### src/rtl/la_wb_master_pkg.sv
// Shared types and response codes for the logic-analyzer driven Wishbone master.
package la_wb_master_pkg;

   typedef enum logic [1:0] {
      ST_IDLE = 2'd0,
      ST_BUS  = 2'd1,
      ST_GAP  = 2'd2
   } state_t;

   localparam logic [1:0] RSP_OK      = 2'b00;
   localparam logic [1:0] RSP_TIMEOUT = 2'b01;
   localparam logic [1:0] RSP_OVERRUN = 2'b10;

endpackage

### src/rtl/la_wb_master_if.sv
// Wishbone classic bus between the LA bridge (master) and the harness (slave).
interface la_wb_master_if;

   logic        wbm_cyc_o;
   logic        wbm_stb_o;
   logic        wbm_we_o;
   logic [3:0]  wbm_sel_o;
   logic [31:0] wbm_adr_o;
   logic [31:0] wbm_dat_o;
   logic        wbm_ack_i;
   logic [31:0] wbm_dat_i;

   modport master (
      output wbm_cyc_o, wbm_stb_o, wbm_we_o, wbm_sel_o, wbm_adr_o, wbm_dat_o,
      input  wbm_ack_i, wbm_dat_i
   );

   modport slave (
      input  wbm_cyc_o, wbm_stb_o, wbm_we_o, wbm_sel_o, wbm_adr_o, wbm_dat_o,
      output wbm_ack_i, wbm_dat_i
   );

endinterface

### src/rtl/la_wb_master_toggle_sync.sv
// Synchronizes the LA command toggle and turns each edge into a one-cycle pulse.
// The pulse is registered, so it appears SYNC_STAGES+1 cycles after the input moves.
module la_wb_master_toggle_sync #(
   parameter int SYNC_STAGES = 2
) (
   input  logic clk_i,
   input  logic rst_i,
   input  logic tgl_i,
   output logic pulse_o
);

   logic [SYNC_STAGES-1:0] sync_q;
   logic                   ref_q;
   logic                   pulse_q;

   // Synchronizer chain, edge-reference flop and registered edge pulse.
   always_ff @(posedge clk_i or posedge rst_i) begin
      if (rst_i) begin
         sync_q  <= '0;
         ref_q   <= 1'b0;
         pulse_q <= 1'b0;
      end else begin
         sync_q  <= {sync_q[SYNC_STAGES-2:0], tgl_i};
         ref_q   <= sync_q[SYNC_STAGES-1];
         pulse_q <= sync_q[SYNC_STAGES-1] ^ ref_q;
      end
   end

   assign pulse_o = pulse_q;

endmodule

### src/rtl/la_wb_master.sv
// LA-command driven Wishbone classic master: one single transfer per command
// toggle, with a response toggle, read data and status returned to the LA.
//
//  state | meaning
//  IDLE  | waiting for a command edge
//  BUS   | cyc/stb asserted, waiting for ack or timeout
//  GAP   | one dead cycle with cyc low; a stale registered ack is ignored here
module la_wb_master
   import la_wb_master_pkg::*;
#(
   parameter int SYNC_STAGES = 2,
   parameter int TIMEOUT     = 200,
   parameter int TIMEOUT_W   = 8
) (
   input  logic                 wb_clk_i,
   input  logic                 wb_rst_i,
   input  logic                 cmd_tgl_i,
   input  logic                 cmd_we_i,
   input  logic [3:0]           cmd_sel_i,
   input  logic [31:0]          cmd_adr_i,
   input  logic [31:0]          cmd_dat_i,
   output logic                 rsp_tgl_o,
   output logic [31:0]          rsp_dat_o,
   output logic [1:0]           rsp_status_o,
   output logic                 busy_o,
   la_wb_master_if.master       wbm
);

   localparam logic [TIMEOUT_W-1:0] CNT_LAST = TIMEOUT_W'(TIMEOUT - 1);

   logic                 cmd_edge;
   state_t               state_q,      state_d;
   logic [TIMEOUT_W-1:0] cnt_q,        cnt_d;
   logic                 cyc_q,        cyc_d;
   logic                 we_q,         we_d;
   logic [3:0]           sel_q,        sel_d;
   logic [31:0]          adr_q,        adr_d;
   logic [31:0]          dat_q,        dat_d;
   logic                 rsp_tgl_q,    rsp_tgl_d;
   logic [31:0]          rsp_dat_q,    rsp_dat_d;
   logic [1:0]           rsp_status_q, rsp_status_d;
   logic                 busy_q,       busy_d;
   logic                 ovr_pend_q,   ovr_pend_d;

   la_wb_master_toggle_sync #(
      .SYNC_STAGES (SYNC_STAGES)
   ) u_toggle_sync (
      .clk_i   (wb_clk_i),
      .rst_i   (wb_rst_i),
      .tgl_i   (cmd_tgl_i),
      .pulse_o (cmd_edge)
   );

   // Next-state and registered-output logic for the transfer FSM.
   always_comb begin
      state_d      = state_q;
      cnt_d        = cnt_q;
      cyc_d        = cyc_q;
      we_d         = we_q;
      sel_d        = sel_q;
      adr_d        = adr_q;
      dat_d        = dat_q;
      rsp_tgl_d    = rsp_tgl_q;
      rsp_dat_d    = rsp_dat_q;
      rsp_status_d = rsp_status_q;
      ovr_pend_d   = ovr_pend_q;

      case (state_q)
         ST_IDLE: begin
            if (cmd_edge) begin
               we_d       = cmd_we_i;
               sel_d      = cmd_sel_i;
               adr_d      = cmd_adr_i;
               dat_d      = cmd_dat_i;
               cyc_d      = 1'b1;
               cnt_d      = '0;
               ovr_pend_d = 1'b0;
               state_d    = ST_BUS;
            end
         end
         ST_BUS: begin
            cnt_d = cnt_q + TIMEOUT_W'(1);
            if (wbm.wbm_ack_i) begin
               cyc_d        = 1'b0;
               rsp_dat_d    = we_q ? 32'h0 : wbm.wbm_dat_i;
               rsp_status_d = RSP_OK;
               rsp_tgl_d    = ~rsp_tgl_q;
               ovr_pend_d   = cmd_edge;
               state_d      = ST_GAP;
            end else if (cnt_q == CNT_LAST) begin
               cyc_d        = 1'b0;
               rsp_dat_d    = 32'h0;
               rsp_status_d = RSP_TIMEOUT;
               rsp_tgl_d    = ~rsp_tgl_q;
               ovr_pend_d   = cmd_edge;
               state_d      = ST_GAP;
            end else if (cmd_edge) begin
               // Dropped command: report it now, leave the transfer alone.
               rsp_status_d = RSP_OVERRUN;
               rsp_tgl_d    = ~rsp_tgl_q;
            end
         end
         ST_GAP: begin
            // A drop that collided with completion is reported here so the
            // response toggle never flips twice in one cycle.
            if (cmd_edge || ovr_pend_q) begin
               rsp_status_d = RSP_OVERRUN;
               rsp_tgl_d    = ~rsp_tgl_q;
            end
            ovr_pend_d = 1'b0;
            state_d    = ST_IDLE;
         end
         default: begin
            cyc_d   = 1'b0;
            state_d = ST_IDLE;
         end
      endcase

      busy_d = (state_d != ST_IDLE);
   end

   // State, bus and response registers; reset drops the bus immediately.
   always_ff @(posedge wb_clk_i or posedge wb_rst_i) begin
      if (wb_rst_i) begin
         state_q      <= ST_IDLE;
         cnt_q        <= '0;
         cyc_q        <= 1'b0;
         we_q         <= 1'b0;
         sel_q        <= '0;
         adr_q        <= '0;
         dat_q        <= '0;
         rsp_tgl_q    <= 1'b0;
         rsp_dat_q    <= '0;
         rsp_status_q <= RSP_OK;
         busy_q       <= 1'b0;
         ovr_pend_q   <= 1'b0;
      end else begin
         state_q      <= state_d;
         cnt_q        <= cnt_d;
         cyc_q        <= cyc_d;
         we_q         <= we_d;
         sel_q        <= sel_d;
         adr_q        <= adr_d;
         dat_q        <= dat_d;
         rsp_tgl_q    <= rsp_tgl_d;
         rsp_dat_q    <= rsp_dat_d;
         rsp_status_q <= rsp_status_d;
         busy_q       <= busy_d;
         ovr_pend_q   <= ovr_pend_d;
      end
   end

   assign wbm.wbm_cyc_o = cyc_q;
   assign wbm.wbm_stb_o = cyc_q;
   assign wbm.wbm_we_o  = we_q;
   assign wbm.wbm_sel_o = sel_q;
   assign wbm.wbm_adr_o = adr_q;
   assign wbm.wbm_dat_o = dat_q;

   assign rsp_tgl_o    = rsp_tgl_q;
   assign rsp_dat_o    = rsp_dat_q;
   assign rsp_status_o = rsp_status_q;
   assign busy_o       = busy_q;

endmodule

### src/flat_wrapper.sv
// flat-port wrapper written by rule: the top's interface ports become plain ports
module la_wb_master_flat import la_wb_master_pkg::*;
#(
   parameter int SYNC_STAGES = 2,
   parameter int TIMEOUT     = 200,
   parameter int TIMEOUT_W   = 8
)
  (wb_clk_i, wb_rst_i, cmd_tgl_i, cmd_we_i, cmd_sel_i, cmd_adr_i, cmd_dat_i, rsp_tgl_o, rsp_dat_o, rsp_status_o, busy_o, wbm_wbm_cyc_o, wbm_wbm_stb_o, wbm_wbm_we_o, wbm_wbm_sel_o, wbm_wbm_adr_o, wbm_wbm_dat_o, wbm_wbm_ack_i, wbm_wbm_dat_i);
  la_wb_master_if wbm_i ();
  input  logic wb_clk_i;
  input  logic wb_rst_i;
  input  logic cmd_tgl_i;
  input  logic cmd_we_i;
  input  logic [3:0] cmd_sel_i;
  input  logic [31:0] cmd_adr_i;
  input  logic [31:0] cmd_dat_i;
  output logic rsp_tgl_o;
  output logic [31:0] rsp_dat_o;
  output logic [1:0] rsp_status_o;
  output logic busy_o;
  output wire logic [$bits(wbm_i.wbm_cyc_o)-1:0] wbm_wbm_cyc_o;
  output wire logic [$bits(wbm_i.wbm_stb_o)-1:0] wbm_wbm_stb_o;
  output wire logic [$bits(wbm_i.wbm_we_o)-1:0] wbm_wbm_we_o;
  output wire logic [$bits(wbm_i.wbm_sel_o)-1:0] wbm_wbm_sel_o;
  output wire logic [$bits(wbm_i.wbm_adr_o)-1:0] wbm_wbm_adr_o;
  output wire logic [$bits(wbm_i.wbm_dat_o)-1:0] wbm_wbm_dat_o;
  input wire logic [$bits(wbm_i.wbm_ack_i)-1:0] wbm_wbm_ack_i;
  input wire logic [$bits(wbm_i.wbm_dat_i)-1:0] wbm_wbm_dat_i;
  assign wbm_wbm_cyc_o = wbm_i.wbm_cyc_o;
  assign wbm_wbm_stb_o = wbm_i.wbm_stb_o;
  assign wbm_wbm_we_o = wbm_i.wbm_we_o;
  assign wbm_wbm_sel_o = wbm_i.wbm_sel_o;
  assign wbm_wbm_adr_o = wbm_i.wbm_adr_o;
  assign wbm_wbm_dat_o = wbm_i.wbm_dat_o;
  assign wbm_i.wbm_ack_i = wbm_wbm_ack_i;
  assign wbm_i.wbm_dat_i = wbm_wbm_dat_i;
  la_wb_master #(.SYNC_STAGES(SYNC_STAGES), .TIMEOUT(TIMEOUT), .TIMEOUT_W(TIMEOUT_W)) u_core (.wb_clk_i(wb_clk_i), .wb_rst_i(wb_rst_i), .cmd_tgl_i(cmd_tgl_i), .cmd_we_i(cmd_we_i), .cmd_sel_i(cmd_sel_i), .cmd_adr_i(cmd_adr_i), .cmd_dat_i(cmd_dat_i), .rsp_tgl_o(rsp_tgl_o), .rsp_dat_o(rsp_dat_o), .rsp_status_o(rsp_status_o), .busy_o(busy_o), .wbm(wbm_i));
endmodule
### config.mk
export PLATFORM = sky130hd
export DESIGN_NAME = la_wb_master_flat
export DESIGN_NICKNAME = d
export VERILOG_FILES = /design/src/rtl/la_wb_master_pkg.sv /design/src/rtl/la_wb_master_if.sv /design/src/rtl/la_wb_master_toggle_sync.sv /design/src/rtl/la_wb_master.sv /design/src/flat_wrapper.sv
export SDC_FILE = /design/constraint.sdc
export NUM_CORES = 1
export LEC_CHECK = 0
export BUFFER_PORTS_ARGS = -buffer_cell sky130_fd_sc_hd__buf_2
export CAP_MARGIN = 10
export CELL_PAD_IN_SITES_DETAIL_PLACEMENT = 1
export CELL_PAD_IN_SITES_GLOBAL_PLACEMENT = 2
export CORE_MARGIN = 1
export CORE_UTILIZATION = 28
export CTS_BUF_LIST = sky130_fd_sc_hd__clkbuf_4 sky130_fd_sc_hd__clkbuf_8 sky130_fd_sc_hd__clkbuf_16
export CTS_CLUSTER_SIZE = 20
export DETAILED_ROUTE_END_ITERATION = 8
export MAX_ROUTING_LAYER = met4
export PLACE_DENSITY_LB_ADDON = 0.1
export SYNTH_ARGS = -nofsm -noshare
export SYNTH_HDL_FRONTEND = slang
export SYNTH_SLANG_ARGS = --single-unit
### constraint.sdc
create_clock -name wb_clk_i -period 9.1 [get_ports wb_clk_i]
set_input_delay 1.82 -clock wb_clk_i [delete_from_list [all_inputs] [get_ports wb_clk_i]]
set_output_delay 1.82 -clock wb_clk_i [all_outputs]
set_load 0.03 [all_outputs]
Yosys cells after proc, flatten, opt, wreduce, memory -nomap -nowiden
Index checks and enable logic that the tools add are counted.
{"block": "word_totals", "ff_bits": 121, "output_inout_bits": 107, "inputBits": 105}
{"block": "classes", "n_eq_ne": 7, "muxes": 27, "n_addsub": 1, "n_bitwise": 3, "reduce_logical": 13}
{"operator": "$mux W32", "n": 3}
{"operator": "$pmux W8 S2", "n": 1}
{"operator": "$mux W2", "n": 7}
{"operator": "$mux W1", "n": 10}
{"operator": "$reduce_and A3 Y1", "n": 3}
{"operator": "$add A8 B1 Y8 const B", "n": 1}
{"operator": "$eq A8 B8 Y1 const B", "n": 1}
{"operator": "$mux W8", "n": 1}
{"operator": "$pmux W2 S2", "n": 2}
{"operator": "$reduce_bool A2 Y1", "n": 4}
{"operator": "$pmux W1 S3", "n": 2}
{"operator": "$reduce_and A2 Y1", "n": 3}
{"operator": "$ne A4 B3 Y1 const B", "n": 1}
{"operator": "$ne A3 B2 Y1 const B", "n": 1}
{"operator": "$reduce_bool A3 Y1", "n": 1}
{"operator": "$eq A2 B1 Y1 const B", "n": 1}
{"operator": "$eq A2 B2 Y1 const B", "n": 1}
{"operator": "$logic_not A2 Y1", "n": 1}
{"operator": "$ne A2 B1 Y1 const B", "n": 1}
{"operator": "$ne A2 B2 Y1 const B", "n": 1}
{"operator": "$not A1 Y1", "n": 2}
{"operator": "$pmux W1 S2", "n": 1}
{"operator": "$logic_or A1 B1 Y1", "n": 1}
{"operator": "$xor A1 B1 Y1", "n": 1}

Longest topological paths before layout
Gate-level depths: netlist of the first run.
{"block": "logic_depth", "word_depth": 5, "depth_mapped": 6}

By module
Synthesis of the first run repeated with hierarchy kept, for this count alone.
{"block": "unflattened", "cells_unflattened": 310, "hier_area_um2": 4628.2}
{"mod": "la_wb_master", "cells_per_inst": 304, "instances": 1, "area_each_um2": 4515.6, "seq_area_each_um2": 2927.8}
{"mod": "la_wb_master_toggle_sync", "cells_per_inst": 6, "instances": 1, "area_each_um2": 112.6, "seq_area_each_um2": 100.1}

Worst setup path before layout of the first run
OpenSTA, ideal clock, no wires.
{"block": "synth_timing", "path_type": "register -> output", "from": "register u_core.cyc_q, in the netlist u_core.wbm.wbm_cyc_o", "to": "output port wbm_wbm_stb_o", "required_time_ns": 7.280, "slack_ns": 6.542, "arrival_ns": 0.738, "path_stages_with_launch": 2, "cell_sequence": "dfrtp_1 buf_4"}
{"element": "start: declaration", "line_no": "la_wb_master.sv:34", "source": "logic cyc_q, cyc_d;"}
{"element": "start signal: assignment", "line_no": "la_wb_master.sv:140", "source": "cyc_q <= cyc_d;"}
{"element": "end: declaration", "line_no": "flat_wrapper.sv:22", "source": "output wire logic [$bits(wbm_i.wbm_stb_o)-1:0] wbm_wbm_stb_o;"}
No word-level cell between the ends.

Worst setup path in the final report of the first run
{"block": "layout_timing", "from": "register u_core.we_q, in the netlist u_core.wbm.wbm_we_o", "to": "output port wbm_wbm_we_o"}
{"element": "start: declaration", "line_no": "la_wb_master.sv:35", "source": "logic we_q, we_d;"}
{"element": "start signal: assignment", "line_no": "la_wb_master.sv:141", "source": "we_q <= we_d;"}
{"element": "end: declaration", "line_no": "flat_wrapper.sv:23", "source": "output wire logic [$bits(wbm_i.wbm_we_o)-1:0] wbm_wbm_we_o;"}
No word-level cell between the ends.

==> results.md, run 1 <==
* PwrDens at ~430 mW/mm^2
* CP max stage cell: dfrtp_1
* # port buffers at 211
* Clock Power Share at 0.265
* Final RePlAce weighted congestion at ~0.75
* Clock Tree Buf Depth at 2
* R2R setup slack at between 7000 and 8000 ps
* EDFF count, synth at 0
* Worst Path Required at 7280 ps
* TNS Setup at 0 ps
* Clock Skew at 10.1 ps
* Worst min path class: flip-flop to flip-flop
* Router iterations before antenna repair at 4
* Synth warn at 0
* CP max FO at 3
* Global Route Usage Sum at 0.153
* Buf/Inv on CP at 1
* WP depth at 1
* Placed wire-length estimate at ~8.5 mm
* Post-synth top area share at 0.648
* Placed Cells incl. Taps at 714
* Worst vdd ir at around 0.00018 V
* Critical Path AT at 1070 ps
* Largest net degree at the start of global routing at 74
* Mapped Avg Cell Area at 15.4 um^2
* Root buffer cell: clkbuf_16
* Worst-skew pair later-pin latency at 410 ps
* Clock transition at the registers of the reported paths at 50 ps
* Global route total overflow at 0
* Core box area at 0.0161 mm^2
* Crit start category: flip-flop
* Pleak at around 0.0033 uW
* Final worst path period share at 0.317
* Comb pwr share at 0.410
* Layout area overhead at 40.1%
* Slowest stage delay, CP at 430 ps
* Syn Inst Count at approximately 300
* Relative slew slack at 0.317
* Worst Tran Pin Value at about 1000 ps
* Die Span Y at approximately 130 um
* Remaining DRCs at 0
* Crit end category: output port
* CTS resizes at 0
* Top-count cell post-synth: dfrtp_1
* ANT nets after route at 0
* Number of global-route vias before repair at 3800
* Antenna violations before repair at 0
* Synth Flop Type: dfrtp_1
* TritonCTS clock tree: built
* DRT iter0 DRCs at 130
* # hold bufs at CTS at 0
* Ys async rst share at 1.00
* Kind of critical path: flip-flop to output port
* Num rows at 46
* Critical path's top delay family: flip-flops
* Sw power at 1130 uW
* Sequential area share after synthesis at 0.648
* Final setup viols at 0
* Reg-to-reg endpoint: u_core.rsp_dat_o[29]$_DFFE_PP0P_
* Chip width at 131 um
* H-tree level count at 4
* Total of max-cap violations at 0
* Cts bufs inserted at 17
* Initial Util at 0.290
* Syn nets at 410
* Status: finished, final reports clean
* Worst-path cell chain: buf_2
* Layout Nets at roughly 620
* Post-route insts no fill at approximately 750
* CTS sink count at 121
* Die area at 0.0172 mm^2
* Start point of the critical path: u_core.wbm.wbm_we_o$_DFFE_PP0P_
* Vias per inst at approximately 4.5
* Share of cells above drive strength 1 at 0.608
* Postcts setup bufs at 0
* Ports at 212
* Synth area leaders: dfrtp_1 (65%), mux2_2 (17%), a22o_1 (5.8%)
* Average routed wire per standard cell at roughly 16 um
* Flops & latches, synth at 121
* Final Max Tran Viols at 0
* Distinct cells, synth at 38
* Post-synth top cells: dfrtp_1 (121), mux2_2 (69), a22o_1 (31), buf_6 (10)
* Switch share at 0.398
* Cell taking the most area after synthesis: dfrtp_1
* Cell count of the worst reg-to-reg path at 5
* RSZ-0062 raised after global routing: false
* Worst reg2reg path startpoint: u_core.cnt_q[0]$_DFFE_PP0P_
* Hold Violations, Final at 0
* Internal power at 1700 uW
* Vias at 3333
* Maximum clock rate at 346 MHz
* Fin crit period at 2890 ps
* DRT Wirelength at 12.0 mm
* Mapped Area at 0.00467 mm^2
* First-pass GRT wire length at between 15 and 20 mm
* Reg power frac at 0.324
* # diodes at 0
* CP endpoint: wbm_wbm_we_o
flip-flops by register name, summed over array words and instances (netlist names), 2 cells and up:
signal,cells
u_core.u_toggle_sync.sync_q,2
u_core.state_q,2
u_core.rsp_dat_o,32
u_core.rsp_status_o,2
u_core.cnt_q,8
u_core.wbm.wbm_dat_o,32
u_core.wbm.wbm_adr_o,32
u_core.wbm.wbm_sel_o,4
power by group through the flow:
stage,sequential (uW),combinational [uW],clock [uW]
final,917,1160,750
after global routing,955,1230,794
after CTS,921,1180,772
after detailed placement,921,1180,0
after global placement,917,1170,0
after floorplan,1380,382,0
area by class of cell:
| class | instances | area [um^2] |
|---|---|---|
| Multi-Input combinational cell | 158 | 1470 |
| Clock inverter | 11 | 191 |
| Tap cell | 216 | 270 |
| Timing Repair Buffer | 213 | 1080 |
| Sequential cell | 121 | 3030 |
| Fill cell | 1763 | 9570 |
| Inverter | 7 | 28.8 |
| Clock buffer | 21 | 480 |
through the flow:
step	hold slack, ps	total power [uW]	cell area (um^2)	utilization	setup WS (ps)
finish	357	2830	6550	0.406	6210
CTS	364	2870	6530	0.405	6080
floorplan	331	1760	4670	-	4070
detailed placement	348	2100	5860	0.364	5640
global placement	339	2080	5860	0.364	5690
global route	361	2980	6550	0.406	5930
placed cells by master, fill, tap and decap left out, types with 4 or more instances in the layout:
cell type	synthesis	routed
bufinv_16	0	5
mux2_2	69	69
o21ai_0	9	9
mux2i_1	4	4
clkbuf_8	0	4
buf_2	5	211
dfrtp_1	121	121
nand2_1	9	9
inv_1	7	6
a22o_1	31	31
clkbuf_16	0	17
layer usage:
layer / wire (um) / global-route usage / part of all wire
met1: 4670 / 0.160 / 0.39
met2: 6380 / 0.259 / 0.53
met3: 771 / 0.0532 / 0.064
met4: 184 / 0.0686 / 0.015
met5: 0 / - / 0
worst min path at each step:
stage,cells past startpoint,endpoint,start,slack (ps)
detailed placement,0,u_core.u_toggle_sync.sync_q[1]$_DFF_PP0_,u_core.u_toggle_sync.sync_q[0]$_DFF_PP0_,350
floorplan,0,u_core.u_toggle_sync.sync_q[1]$_DFF_PP0_,u_core.u_toggle_sync.sync_q[0]$_DFF_PP0_,330
CTS,0,u_core.u_toggle_sync.sync_q[1]$_DFF_PP0_,u_core.u_toggle_sync.sync_q[0]$_DFF_PP0_,360
global route,0,u_core.u_toggle_sync.sync_q[1]$_DFF_PP0_,u_core.u_toggle_sync.sync_q[0]$_DFF_PP0_,360
finish,0,u_core.u_toggle_sync.sync_q[1]$_DFF_PP0_,u_core.u_toggle_sync.sync_q[0]$_DFF_PP0_,360
global placement,0,u_core.u_toggle_sync.sync_q[1]$_DFF_PP0_,u_core.u_toggle_sync.sync_q[0]$_DFF_PP0_,340
cells by family after synthesis:
kind of cell / after synthesis / share of synthesized area
buf+inv: 25 / 0.0393
mux: 73 / 0.175
simple gates: 27 / 0.0353
compound gates: 55 / 0.0964
fa+ha+maj: 1 / 0.00268
flops: 121 / 0.648
xor+xnor: 2 / 0.00375
No activity file was read; power rests on OpenSTA's default activity.
==> inputs of run 2 (changes only) <==
- ABC_AREA: default -> 1
- CORE_UTILIZATION: 28 -> 23
- clock period: 9.1 -> 2.4 ns (I/O delays scaled with it)
==> run 2 against run 1 <==
Against the previous run:
- synthesized cell count grew 75%
- die area grew 23%
- sequential share of layout area down 1.2 points
- hold slack worse by 180 ps
- count of clock-buffer cells in the layout is 2 lower
- setup slack lost 5600 ps
- non-clock buffer count increased by 5
- area after synthesis increased by 0.96%
- clock skew down 1.6 ps
- first-iteration DRC count increased by 3.1%
- combinational power rose to 3.8 times the previous value
- final area up 2.6%
- critical path type is now flip-flop to flip-flop
==> results.md, run 2 <==
* Crit start category: flip-flop
* First-pass GRT wire length at 23.3 mm (+19%)
* Post-route insts no fill at 1026 (+37%)
* Remaining DRCs at 0 (unchanged)
* Hold Violations, Final at 0 (unchanged)
* Final setup viols at 0 (unchanged)
* Flops & latches, synth at 121 (unchanged)
* Sequential area share after synthesis at 0.642 (-0.00618)
* Distinct cells, synth at 20 (-47%)
* Post-synth top cells: nand2_1 (293), dfrtp_1 (121), o21ai_0 (44), clkbuf_1 (14), nand3_1 (12)
* Core box area at 0.0202 mm^2 (+25%)
* Crit end category: flip-flop
* Vias per inst at 4.08 (-8.7%)
* Top-count cell post-synth: nand2_1
* Average routed wire per standard cell at 13.5 um (-16%)
* PwrDens at 1570 mW/mm^2 (+260%)
* DRT Wirelength at 13.9 mm (+16%)
* Largest net degree at the start of global routing at 72 (-2.7%)
* Pleak at 0.00371 uW (+12%)
* Vias at 4181 (+25%)
* ANT nets after route at 0 (unchanged)
* Ys async rst share at 1.00 (unchanged)
* Number of global-route vias before repair at 4520 (+19%)
* Final RePlAce weighted congestion at 0.751 (+0.78%)
* Final Max Tran Viols at 0 (unchanged)
* Post-Place Worst Slack at 625 ps (-5010 ps)
* H-tree level count at 4 (unchanged)
* Area of the multi-input gates at 0.00151 mm^2 (+2.8%)
* DRT iter0 DRCs at 134 (+3.1%)
* Antenna violations before repair at 0 (unchanged)
* Post-synth top area share at 0.642 (-0.00618)
* # hold bufs at CTS at 0 (unchanged)
* Root buffer cell: clkbuf_16
* Clock Tree Buf Depth at 2 (unchanged)
* Ports at 212 (unchanged)
* Status: finished, final reports clean
* Layout Nets at 849 (+36%)
* Fin crit period at 1750 ps
* CP max FO at 71 (+68)
* Worst vdd ir at 0.000516 V (+190%)
* Cts bufs inserted at 17 (unchanged)
* Syn Inst Count at 532 (+75%)
* Clock Skew at 8.48 ps (-1.60 ps)
* Die area at 0.0211 mm^2 (+23%)
* Initial Util at 0.234 (-0.0561)
* Num rows at 52 (+13%)
* Cell taking the most area after synthesis: dfrtp_1
* Final worst path period share at 0.728
* Worst Tran Pin Value at 783 ps (-241 ps)
* Commonest non-fill, non-tap cell in the layout: nand2_1
* Relative slew slack at 0.478 (+0.161)
* Worst Path Required at 2690 ps (-4590 ps)
* Fill cells at 2450 (+39%)
* Synth warn at 0 (unchanged)
* Chip width at 145 um (+11%)
* Layout area overhead at 42.3%
* Placed Cells incl. Taps at 994 (+39%)
* RSZ-0062 raised after global routing: false
* Total of max-cap violations at 0 (unchanged)
* # diodes at 0 (unchanged)
* TritonCTS clock tree: built
* TNS Setup at 0 ps (unchanged)
* Commonest cells after routing, fill and taps aside: nand2_1 (293), buf_2 (211), dfrtp_1 (121)
* CTS sink count at 121 (unchanged)
* Syn nets at 638 (+56%)
* EDFF count, synth at 0 (unchanged)
* Mapped Avg Cell Area at 8.87 um^2 (-42%)
* Worst-skew pair later-pin latency at 410 ps (about the same)
* Synth area leaders: dfrtp_1 (64%), nand2_1 (23%), o21ai_0 (4.7%)
* Global route total overflow at 0 (unchanged)
* # port buffers at 211 (unchanged)
* Critical Path AT at 2040 ps (+970 ps)
* Share of cells above drive strength 1 at 0.340 (-0.268)
* CTS resizes at 0 (unchanged)
* Placed wire-length estimate at 9.57 mm (+13%)
* Synth Flop Type: dfrtp_1
* Maximum clock rate at 572 MHz
* Postcts setup bufs at 0 (unchanged)
* Worst min path class: primary input to async pin
* Mapped Area at 0.00472 mm^2 (+0.96%)
* Reg area at 0.00303 mm^2 (unchanged)
* Kind of critical path: flip-flop to flip-flop
* Router iterations before antenna repair at 4 (unchanged)
* Die Span Y at 145 um (+11%)
* Final worst setup slack at 653 ps (-5560 ps)
* Clock transition at the registers of the reported paths at 60 ps (about the same)
* Global Route Usage Sum at 0.144 (-0.00852)
[run 2: cell count changes in the layout (fill, tap and decap cells not counted), sizes merged, moves of 4 or more]
cell,before,now
a22o,33,0
buf,213,218
inv,7,14
mux2,69,0
mux2i,4,0
nand2,10,295
nand3,1,12
nor2,3,11
o21ai,9,44
[run 2: cells by family (layout without fill, tap and decap cells)]
family | after synthesis | after routing | synth area share
AND/OR/NAND/NOR | 322 | 322 | 0.263
flip-flops | 121 | 121 | 0.642
AO/OA/AOI/OAI | 48 | 48 | 0.0512
buffers and inverters | 39 | 263 | 0.0398
adder cells (fa/ha/maj) | 1 | 1 | 0.00265
XOR/XNOR | 1 | 1 | 0.00186
[run 2: power by group]
part / leakage (uW) / internal (uW) / switching [uW]
clock: 0.000300 / 1790 / 979
combinational: 0.00187 / 1160 / 3200
sequential: 0.00153 / 2950 / 487
[run 2: metal layers]
layer	wire, um	share of wire	track usage
met2	6720	0.48	0.232
met5	0	0	-
met1	6230	0.45	0.170
met4	183	0.013	0.0521
met3	762	0.055	0.0434
[run 2: critical path: stages, from the launching register on]
cell and delay (ps):
dfrtp_1 440, nor3_4 220, buf_4 650, o21ai_0 150
o21ai_0 100, inv_1 60
[run 2: worst paths after layout]
kind	from	to	slack, ps	cells past startpoint
min reg2reg	u_core.u_toggle_sync.sync_q[0]$_DFF_PP0_	u_core.u_toggle_sync.sync_q[1]$_DFF_PP0_	350	0
max in group asynchronous	wb_rst_i	u_core.rsp_status_o[0]$_DFFE_PP0P_	1910	3
min	wb_rst_i	u_core.wbm.wbm_adr_o[24]$_DFFE_PP0P_	180	3
max	u_core.state_q[0]$_DFF_PP0_	u_core.cnt_q[5]$_DFFE_PP0P_	650	5
max reg2reg	u_core.state_q[0]$_DFF_PP0_	u_core.cnt_q[5]$_DFFE_PP0P_	650	5
min in group wb_clk_i	cmd_tgl_i	u_core.u_toggle_sync.sync_q[0]$_DFF_PP0_	180	1
[run 2: through the flow]
| stage | cell area [um^2] | util | power (uW) | hold WS, ps |
|---|---|---|---|---|
| finish | 6720 | 0.333 | 10600 | 181 |
| global route | 6720 | 0.333 | 11300 | 152 |
| CTS | 6720 | 0.333 | 10800 | 156 |
| detailed placement | 6080 | 0.301 | 7930 | 339 |
| global placement | 6080 | 0.301 | 7830 | 341 |
| floorplan | 4720 | - | 6440 | 331 |
[run 2: cell type report]
class / count / area share
Tap cell: 270 / 0.0503
Sequential cell: 121 / 0.451
Clock buffer: 19 / 0.0665
Clock inverter: 13 / 0.0289
Inverter: 13 / 0.00782
Multi-Input combinational cell: 372 / 0.225
Timing Repair Buffer: 218 / 0.171
==> inputs of run 3 (changes only) <==
- clock period: 2.4 -> 1.51 ns (I/O delays scaled with it)
==> run 3 against run 2 <==
Against the previous run:
- routed wire length increased by 2.4%
- flip-flop and latch count unchanged
- final area increased by 2.2%
- power increased by 59%
- die area unchanged
- hold slack got worse by 89 ps
- largest power group unchanged
- combinational power increased by 66%
- sequential power increased by 60%
- utilization increased by 0.72 points
- global-route usage increased by 0.48 points
- clock skew decreased by 1.4 ps
- highest routed layer unchanged
- fmax increased by 22%
==> results.md, run 3 (synthesis gave the netlist of run 2 again) <==
* Relative slew slack at 0.666 (+0.188)
* Comb pwr share at 0.433 (+0.020)
* Largest net degree at the start of global routing at 72 (unchanged)
* Initial Util at 0.234 (unchanged)
* # port buffers at 211 (unchanged)
* Placed Cells incl. Taps at 1004 (+1.0%)
* Post-route cell area at 0.00686 mm^2 (+2.2%)
* Sw power at 7400 uW (+59%)
* Final worst setup slack at 78.5 ps (-575 ps)
* Share of cells above drive strength 1 at 0.357 (+0.0167)
* GR Util met2 at 0.231 (-0.00120)
* Fin crit period at 1430 ps (-315 ps)
* R2R setup slack at 80 ps (-570 ps)
* Kind of critical path: flip-flop to flip-flop
* Area of the multi-input gates at 0.00153 mm^2 (+1.2%)
* Switch share at 0.442 (about the same)
* Ports at 212 (unchanged)
* Crit end category: flip-flop
* TritonCTS clock tree: built
* Status: finished, final reports clean
* Num rows at 52 (unchanged)
* Placed wire-length estimate at 9.98 mm (+4.2%)
* Vias at 4243 (+1.5%)
* Final RePlAce weighted congestion at 0.732 (-2.6%)
* Commonest cells after routing, fill and taps aside: nand2_1 (291), buf_2 (211), dfrtp_1 (121)
* Worst Path Required at 1800 ps (-890 ps)
* CP max FO at 71 (unchanged)
* Internal power at 9350 uW (+59%)
* Top Usage Layer GRT: met2
* PwrDens at 2440 mW/mm^2 (+55%)
* Hold Violations, Final at 0 (unchanged)
* Cts bufs inserted at 17 (unchanged)
* Average routed wire per standard cell at 13.7 um (+0.92%)
* Met1 Track Usage GR at 0.189 (+0.0189)
* Core box area at 0.0202 mm^2 (unchanged)
* Root buffer cell: clkbuf_16
* Post-route insts no fill at 1041 (+1.5%)
* Number of global-route vias before repair at 4506 (-0.31%)
* Worst-skew pair later-pin latency at 410 ps (about the same)
* First-pass GRT wire length at 23.9 mm (+2.5%)
* Clock Tree Buf Depth at 2 (unchanged)
* Layout area overhead at 45.4%
* Vias per inst at 4.08 (about the same)
* Final Max Tran Viols at 0 (unchanged)
* DRT Wirelength at 14.2 mm (+2.4%)
* Chip width at 145 um (unchanged)
* Worst min path class: primary input to flip-flop
* # diodes at 0 (unchanged)
* CTS sink count at 121 (unchanged)
* Remaining DRCs at 0 (unchanged)
* Reg power frac at 0.328 (+0.003)
* Fill cells at 2427 (-0.94%)
* Critical Path AT at 1720 ps (-320 ps)
* DRT iter0 DRCs at 102 (-24%)
* ANT nets after route at 0 (unchanged)
* Clock transition at the registers of the reported paths at 60 ps (about the same)
* Pleak at 0.00380 uW (+2.5%)
* Worst vdd ir at 0.000978 V (+89%)
* RSZ-0062 raised after global routing: true
* Grt met3 use at 0.0390 (-0.00440)
* Die Span Y at 145 um (unchanged)
* TNS Setup at 0 ps (unchanged)
* Antenna violations before repair at 0 (unchanged)
* DP Area at 0.00621 mm^2 (+2.1%)
* Clock Skew at 7.07 ps (-1.41 ps)
* Maximum clock rate at 699 MHz (+22%)
* Router iterations before antenna repair at 4 (unchanged)
* H-tree level count at 4 (unchanged)
* Layout Nets at 865 (+1.9%)
* Post-Place Worst Slack at 28.2 ps (-597 ps)
* Global route total overflow at 0 (unchanged)
* Die area at 0.0211 mm^2 (unchanged)
* Reg area at 0.00303 mm^2 (unchanged)
* Crit start category: flip-flop
* Global Route Usage Sum at 0.149 (+0.00481)
* Clock Power Share at 0.239 (-0.023)
* Final core utilization at 0.340 (+0.00720)
* Commonest non-fill, non-tap cell in the layout: nand2_1
* Total of max-cap violations at 0 (unchanged)
* Final setup viols at 0 (unchanged)
* Final worst path period share at 0.948 (+0.220)
* Worst Tran Pin Value at 500 ps (-283 ps)
## run 3: cell types whose count changed in the layout (fill, tap and decap cells not counted), moves of 2 or more
cell	change
buf_4	+9
o21ai_0	-6
o21ai_1	+6
clkinv_2	+4
buf_12	+3
clkinv_4	-3
bufinv_16	-2
clkbuf_4	+2
clkbuf_8	+2
clkinvlp_4	-2
dlygate4sd3_1	+2
inv_6	-2
nand2_1	-2
## run 3: what timing repair did
item / CTS / global route
setup endpoints to repair: 0 / 38
hold buffers: 2 / 0
gates resized for setup: 0 / 12
setup buffers: 0 / 4
hold endpoints to repair: 16 / 0
## run 3: power groups by stage
stage / clock network, uW / registers [uW] / logic (uW)
3_3_place_gp: 0 / 5520 / 7140
5_1_grt: 4280 / 5720 / 7930
3_5_place_dp: 0 / 5550 / 7280
4_1_cts: 4160 / 5520 / 7290
6_report: 4010 / 5490 / 7250
2_1_floorplan: 0 / 8220 / 2030
## run 3: worst paths after layout
kind / start / to / cells after the start
setup reg to reg: u_core.state_q[0]$_DFF_PP0_ / u_core.cnt_q[5]$_DFFE_PP0P_ / 5
max in group asynchronous: wb_rst_i / u_core.wbm.wbm_dat_o[13]$_DFFE_PP0P_ / 4
hold reg to reg: u_core.u_toggle_sync.sync_q[0]$_DFF_PP0_ / u_core.u_toggle_sync.sync_q[1]$_DFF_PP0_ / 0
setup / recovery: u_core.state_q[0]$_DFF_PP0_ / u_core.cnt_q[5]$_DFFE_PP0P_ / 5
hold / removal: cmd_dat_i[6] / u_core.wbm.wbm_dat_o[6]$_DFFE_PP0P_ / 3
min in group asynchronous: wb_rst_i / u_core.wbm.wbm_adr_o[14]$_DFFE_PP0P_ / 3
## run 3: cell type report
cell class / count / area share
clock buffer: 23 / 0.0713
clock inverter: 8 / 0.0139
inverter: 13 / 0.00766
multi-input combinational: 372 / 0.223
sequential: 121 / 0.441
tap: 270 / 0.0492
timing repair buffer: 234 / 0.194
## run 3: critical path, stage by stage, from the launching register on
cell,delay [ps]
dfrtp_1,440
nor3_4,270
clkbuf_16,360
o21ai_0,110
o21ai_0,80
inv_1,50
## run 3: metal layers
metal | up-vias | share of wire
met5 | - | 0
met4 | 0 | 0.011
met3 | 10 | 0.050
met2 | 125 | 0.47
met1 | 2007 | 0.47
li1 | 2101 | -
## run 3: per-stage QoR
step / total power, uW / hold WS [ps]
after floorplan: 10200 / 331
after global placement: 12700 / 336
final: 16700 / 91.4
after CTS: 17000 / 70.0
after global routing: 17900 / 81.9
after detailed placement: 12800 / 336
